--- config.mk ---
export PLATFORM = sky130hd
export DESIGN_NAME = forwarding_unit_flat
export DESIGN_NICKNAME = d
export VERILOG_FILES = /design/src/rtl/forwarding_unit_if.sv /design/src/rtl/forwarding_unit.sv /design/src/flat_wrapper.sv
export SDC_FILE = /design/constraint.sdc
export NUM_CORES = 1
export LEC_CHECK = 0
export CORE_MARGIN = 4
export CORE_UTILIZATION = 30
export DETAILED_ROUTE_END_ITERATION = 7
export GPL_TIMING_DRIVEN = 0
export PLACE_DENSITY_LB_ADDON = 0.3
export SYNTH_ARGS = -nofsm -noshare
export SYNTH_HDL_FRONTEND = slang
export SYNTH_SLANG_ARGS = --single-unit
--- constraint.sdc ---
create_clock -name clk -period 2.5 [get_ports clk]
set_clock_uncertainty 0.2 [all_clocks]
set_input_delay 0.5 -clock clk [delete_from_list [all_inputs] [get_ports clk]]
set_output_delay 0.5 -clock clk [all_outputs]
set_load 0.005 [all_outputs]
--- src/rtl/forwarding_unit_if.sv ---
// Bundle of M/W destination info, D/E source registers, bypass selects and event counters.
// The pipeline side drives the register fields; the forwarding unit answers with selects and counts.
interface forwarding_unit_if #(
    parameter int CNT_W = 16
);
    logic             regwriteM;
    logic             regwriteW;
    logic [4:0]       rsD;
    logic [4:0]       rtD;
    logic [4:0]       rsE;
    logic [4:0]       rtE;
    logic [4:0]       writeregM;
    logic [4:0]       writeregW;
    logic             forwardaD;
    logic             forwardbD;
    logic [1:0]       forwardaE;
    logic [1:0]       forwardbE;
    logic [CNT_W-1:0] fwd_cnt_D;
    logic [CNT_W-1:0] fwd_cnt_EM;
    logic [CNT_W-1:0] fwd_cnt_EW;

    modport master (
        output regwriteM, regwriteW, rsD, rtD, rsE, rtE, writeregM, writeregW,
        input  forwardaD, forwardbD, forwardaE, forwardbE,
        input  fwd_cnt_D, fwd_cnt_EM, fwd_cnt_EW
    );

    modport slave (
        input  regwriteM, regwriteW, rsD, rtD, rsE, rtE, writeregM, writeregW,
        output forwardaD, forwardbD, forwardaE, forwardbE,
        output fwd_cnt_D, fwd_cnt_EM, fwd_cnt_EW
    );
endinterface

--- src/rtl/forwarding_unit.sv ---
// Operand bypass selects for D and E stages (combinational, zero latency, no backpressure),
// plus saturating forwarding-event counters updated on each clock edge.
module forwarding_unit #(
    parameter int CNT_W = 16
) (
    input  logic          clk,
    input  logic          reset_n,
    forwarding_unit_if.slave fu
);
    localparam logic [CNT_W-1:0] CNT_MAX = '1;

    logic             fwd_a_d;
    logic             fwd_b_d;
    logic [1:0]       fwd_a_e;
    logic [1:0]       fwd_b_e;
    logic             ev_d;
    logic             ev_em;
    logic             ev_ew;
    logic [CNT_W-1:0] cnt_d;
    logic [CNT_W-1:0] cnt_em;
    logic [CNT_W-1:0] cnt_ew;

    // M wins over W because it holds the younger result; $0 is hardwired zero.
    function automatic logic [1:0] exe_sel(
        input logic [4:0] src,
        input logic [4:0] dst_m,
        input logic       we_m,
        input logic [4:0] dst_w,
        input logic       we_w
    );
        logic [1:0] sel;
        sel = 2'b00;
        if (src != 5'd0 && src == dst_m && we_m)
            sel = 2'b10;
        else if (src != 5'd0 && src == dst_w && we_w)
            sel = 2'b01;
        return sel;
    endfunction

    always_comb begin
        fwd_a_d = (fu.rsD != 5'd0) && (fu.rsD == fu.writeregM) && fu.regwriteM;
        fwd_b_d = (fu.rtD != 5'd0) && (fu.rtD == fu.writeregM) && fu.regwriteM;
        fwd_a_e = exe_sel(fu.rsE, fu.writeregM, fu.regwriteM, fu.writeregW, fu.regwriteW);
        fwd_b_e = exe_sel(fu.rtE, fu.writeregM, fu.regwriteM, fu.writeregW, fu.regwriteW);
    end

    assign ev_d  = fwd_a_d | fwd_b_d;
    assign ev_em = (fwd_a_e == 2'b10) || (fwd_b_e == 2'b10);
    assign ev_ew = (fwd_a_e == 2'b01) || (fwd_b_e == 2'b01);

    always_ff @(posedge clk or negedge reset_n) begin
        if (!reset_n) begin
            cnt_d  <= '0;
            cnt_em <= '0;
            cnt_ew <= '0;
        end else begin
            if (ev_d && cnt_d != CNT_MAX)
                cnt_d <= cnt_d + 1'b1;
            if (ev_em && cnt_em != CNT_MAX)
                cnt_em <= cnt_em + 1'b1;
            if (ev_ew && cnt_ew != CNT_MAX)
                cnt_ew <= cnt_ew + 1'b1;
        end
    end

    assign fu.forwardaD  = fwd_a_d;
    assign fu.forwardbD  = fwd_b_d;
    assign fu.forwardaE  = fwd_a_e;
    assign fu.forwardbE  = fwd_b_e;
    assign fu.fwd_cnt_D  = cnt_d;
    assign fu.fwd_cnt_EM = cnt_em;
    assign fu.fwd_cnt_EW = cnt_ew;
endmodule

--- src/flat_wrapper.sv ---
// flat-port wrapper written by rule: the top's interface ports become plain ports
module forwarding_unit_flat 
#(
    parameter int CNT_W = 16
)
  (clk, reset_n, fu_regwriteM, fu_regwriteW, fu_rsD, fu_rtD, fu_rsE, fu_rtE, fu_writeregM, fu_writeregW, fu_forwardaD, fu_forwardbD, fu_forwardaE, fu_forwardbE, fu_fwd_cnt_D, fu_fwd_cnt_EM, fu_fwd_cnt_EW);
  forwarding_unit_if #(.CNT_W(CNT_W)) fu_i ();
  input  logic clk;
  input  logic reset_n;
  input wire logic [$bits(fu_i.regwriteM)-1:0] fu_regwriteM;
  input wire logic [$bits(fu_i.regwriteW)-1:0] fu_regwriteW;
  input wire logic [$bits(fu_i.rsD)-1:0] fu_rsD;
  input wire logic [$bits(fu_i.rtD)-1:0] fu_rtD;
  input wire logic [$bits(fu_i.rsE)-1:0] fu_rsE;
  input wire logic [$bits(fu_i.rtE)-1:0] fu_rtE;
  input wire logic [$bits(fu_i.writeregM)-1:0] fu_writeregM;
  input wire logic [$bits(fu_i.writeregW)-1:0] fu_writeregW;
  output wire logic [$bits(fu_i.forwardaD)-1:0] fu_forwardaD;
  output wire logic [$bits(fu_i.forwardbD)-1:0] fu_forwardbD;
  output wire logic [$bits(fu_i.forwardaE)-1:0] fu_forwardaE;
  output wire logic [$bits(fu_i.forwardbE)-1:0] fu_forwardbE;
  output wire logic [$bits(fu_i.fwd_cnt_D)-1:0] fu_fwd_cnt_D;
  output wire logic [$bits(fu_i.fwd_cnt_EM)-1:0] fu_fwd_cnt_EM;
  output wire logic [$bits(fu_i.fwd_cnt_EW)-1:0] fu_fwd_cnt_EW;
  assign fu_i.regwriteM = fu_regwriteM;
  assign fu_i.regwriteW = fu_regwriteW;
  assign fu_i.rsD = fu_rsD;
  assign fu_i.rtD = fu_rtD;
  assign fu_i.rsE = fu_rsE;
  assign fu_i.rtE = fu_rtE;
  assign fu_i.writeregM = fu_writeregM;
  assign fu_i.writeregW = fu_writeregW;
  assign fu_forwardaD = fu_i.forwardaD;
  assign fu_forwardbD = fu_i.forwardbD;
  assign fu_forwardaE = fu_i.forwardaE;
  assign fu_forwardbE = fu_i.forwardbE;
  assign fu_fwd_cnt_D = fu_i.fwd_cnt_D;
  assign fu_fwd_cnt_EM = fu_i.fwd_cnt_EM;
  assign fu_fwd_cnt_EW = fu_i.fwd_cnt_EW;
  forwarding_unit #(.CNT_W(CNT_W)) u_core (.clk(clk), .reset_n(reset_n), .fu(fu_i));
endmodule
==> run metrics <==
status completed; core area ~9000 sq um; Slew Limit Fails 0; DR pass1 iterations 4; Post-synth top cells 48 x dfrtp_1, 37 x xnor2_1, 34 x xor2_1; maximum fanout along the worst path 2; Clock Latency Late Sink approximately 300 ps; Layout Nets just over 400; Flop pwr share 51.5%; Total GRT Usage approximately 13%; pin count of the biggest net entering global routing 29; critical path class input pin to output port; Slew @ Worst Pin ~540 ps; total routed wirelength 6.974 mm; routability cong. about 0.81; HP Class flop to flop; Storage cell area between 1000 and 1500 sq um; final setup margin about 53 ps; P&R area growth vs syn 42.19%; clock power share roughly a quarter; number of DRC markers in iteration 0 65; Synthesized Nets between 300 and 400; Seq/Total Area, Yosys around 43%; RSZ-0062 raised after global routing false; CTS clk-pin slew, worst paths around 80 ps; final hold violations 0; Seq cells post-synth 48; PwrDens 462.4 nW/um^2; period utilisation layout just under 100%; most frequent cell after synthesis dfrtp_1; DR DRC count 0; initial antenna violation count 0; final setup vio count 0; die area between 10000 and 15000 sq um; number of global-route vias before repair about 2.3k; ANT nets after route 0; Synth cell types 34; # IOs roughly 90; utilization after layout roughly 45%; dpl ws -674.5 ps; static leakage between 1.5 and 2 nW; clock sink count 48; area of the multi-input gates 1569 sq um; mapped cell area around 2800 sq um; Die Height around 100 um; Num CTS Buffers 5; Filler Cells Inserted 876; combinational share of power between 20% and 30%; Post-DP Area 3775 sq um; die width around 100 um; R2R Setup Slk between 100 and 150 ps; Routed WL per cell roughly 15 um; share of layout cells above drive strength 1 16.22%; syn avg cell area between 10 and 15 sq um; ys async rst share between 90% and 100%; Syn. warnings 0; vias per cell a little under 5; internal power about 1.3 mW; Psw around 0.53 mW; Worst VDD drop approximately 0.33 mV; total number of vias 2327; clk buf depth 2; minimum clock period 2447 ps; Worst EP required between 1500 and 2000 ps; Cell Rows 34; Worst EP arrival 1750 ps; root buf cell clkbuf_8; # diodes 0; fmax roughly 410 MHz; post-DP HPWL ~5.3 mm; design area roughly 4000 sq um; Top FF cell, synth dfrtp_1; CP startpoint kind input pin; post-route insts no fill between 400 and 500; Relative slew margins 63.72%; number of flops mapped to enable cells by yosys 0; setup tns final 0 ps; CTS tree yes; switching power share of the total between 20 and 30%; dpl cells 460; Initial Util between 30% and 40%; top cells by area in the synthesized netlist dfrtp_1 43%, xnor2_1 12%, xor2_1 11%; critical path endpoint category output port; first-pass GRT wire length roughly 12 mm; Overflow after GRT 0; Max Cap Violations 0; Port Buffer Count between 80 and 90; Syn Inst Count between 200 and 300; htree depth 2; cell taking the most area after synthesis dfrtp_1; top cell type's share of synthesized area about 43%
-- power groups by stage --
stage | clock (mW) | sequential [mW] | combinational, mW
after floorplan | 0 | 0.950 | 0.164
after global placement | 0 | 0.963 | 0.417
after detailed placement | 0 | 0.961 | 0.424
after CTS | 0.487 | 0.948 | 0.426
after global routing | 0.516 | 0.966 | 0.469
final | 0.466 | 0.947 | 0.425
-- flip-flops by register name, summed over array words and instances, names as in the netlist --
signal	flops
u_core.fu.fwd_cnt_EM	16
u_core.fu.fwd_cnt_EW	16
u_core.fu.fwd_cnt_D	16
-- routing by layer --
| metal | global-route usage, % | share of wire, % |
|---|---|---|
| met1 | 16.24 | 45 |
| met2 | 21.36 | 49 |
| met3 | 3.786 | 5.5 |
| met4 | 2.279 | 0.54 |
| met5 | 0 | 0 |
-- cell families after synthesis --
family                     after synthesis  synth area share (%)
and+or+nand+nor                        118                 25.57
xor gates and xnor gates                71                 22.26
DFF                                     48                 42.99
buffers and inverters                   15                 3.134
AOI/OAI and AO/OA                        8                 2.687
muxes                                    5                 2.015
adders and majority gates                3                 1.344
-- layout make-up --
| class | instances | area share, % |
|---|---|---|
| flip-flops and latches | 48 | 30.24 |
| inverters | 6 | 0.5669 |
| multi-input cells | 205 | 39.50 |
| well taps | 108 | 3.402 |
| clock buffers | 7 | 1.921 |
| plain buffers | 9 | 1.795 |
| clock inverters | 1 | 0.2205 |
| repair buffers | 94 | 22.36 |
-- what timing repair did --
| item | CTS | global route |
|---|---|---|
| endpoints found under the setup margin | 21 | 14 |
| pin swaps | 9 | 7 |
| setup buffers | 8 | 1 |
| gates resized for setup | 34 | 15 |
| endpoints found under the hold margin | 20 | 0 |
| hold buffers | 1 | 0 |
-- worst max-delay path, cell delays in order --
cell	delay, ps
clkdlybuf4s50_1	420
or3_1	370
a211oi_2	220
clkdlybuf4s15_1	240
-- per-stage QoR --
stage,power [mW],hold slack (ps)
2_1_floorplan,1.114,4.409
3_3_place_gp,1.381,276.0
3_5_place_dp,1.385,281.1
4_1_cts,1.861,292.9
5_1_grt,1.951,308.3
6_report,1.837,289.4
-- path summary, 6_finish.rpt --
kind | startpoint | endpoint | cells after the start
setup / recovery | fu_rtD[0] | fu_forwardbD | 4
hold / removal | u_core.fu.fwd_cnt_D[11]$_DFFE_PN0P_ | u_core.fu.fwd_cnt_D[11]$_DFFE_PN0P_ | 1
setup reg to reg | u_core.fu.fwd_cnt_EM[0]$_DFFE_PN0P_ | u_core.fu.fwd_cnt_EM[1]$_DFFE_PN0P_ | 7
hold reg to reg | u_core.fu.fwd_cnt_D[11]$_DFFE_PN0P_ | u_core.fu.fwd_cnt_D[11]$_DFFE_PN0P_ | 1
max in group asynchronous | reset_n | u_core.fu.fwd_cnt_EW[15]$_DFFE_PN0P_ | 3
min in group asynchronous | reset_n | u_core.fu.fwd_cnt_EM[9]$_DFFE_PN0P_ | 2
-- layout by cell type, fill, tap and decap left out, types with 5 or more instances in the layout --
master,netlist,final
clkdlybuf4s50_1,0,60
dfrtp_1,48,48
xnor2_1,37,37
xor2_1,34,34
nand2_1,24,24
nand3_1,19,19
buf_4,6,14
dlygate4sd2_1,0,13
nand4_1,12,12
nor2_1,12,11
and3_1,10,10
nor3_2,9,9
nor3_1,7,7
inv_1,6,5
clkbuf_8,0,5
No activity file was read; power rests on OpenSTA's default activity.
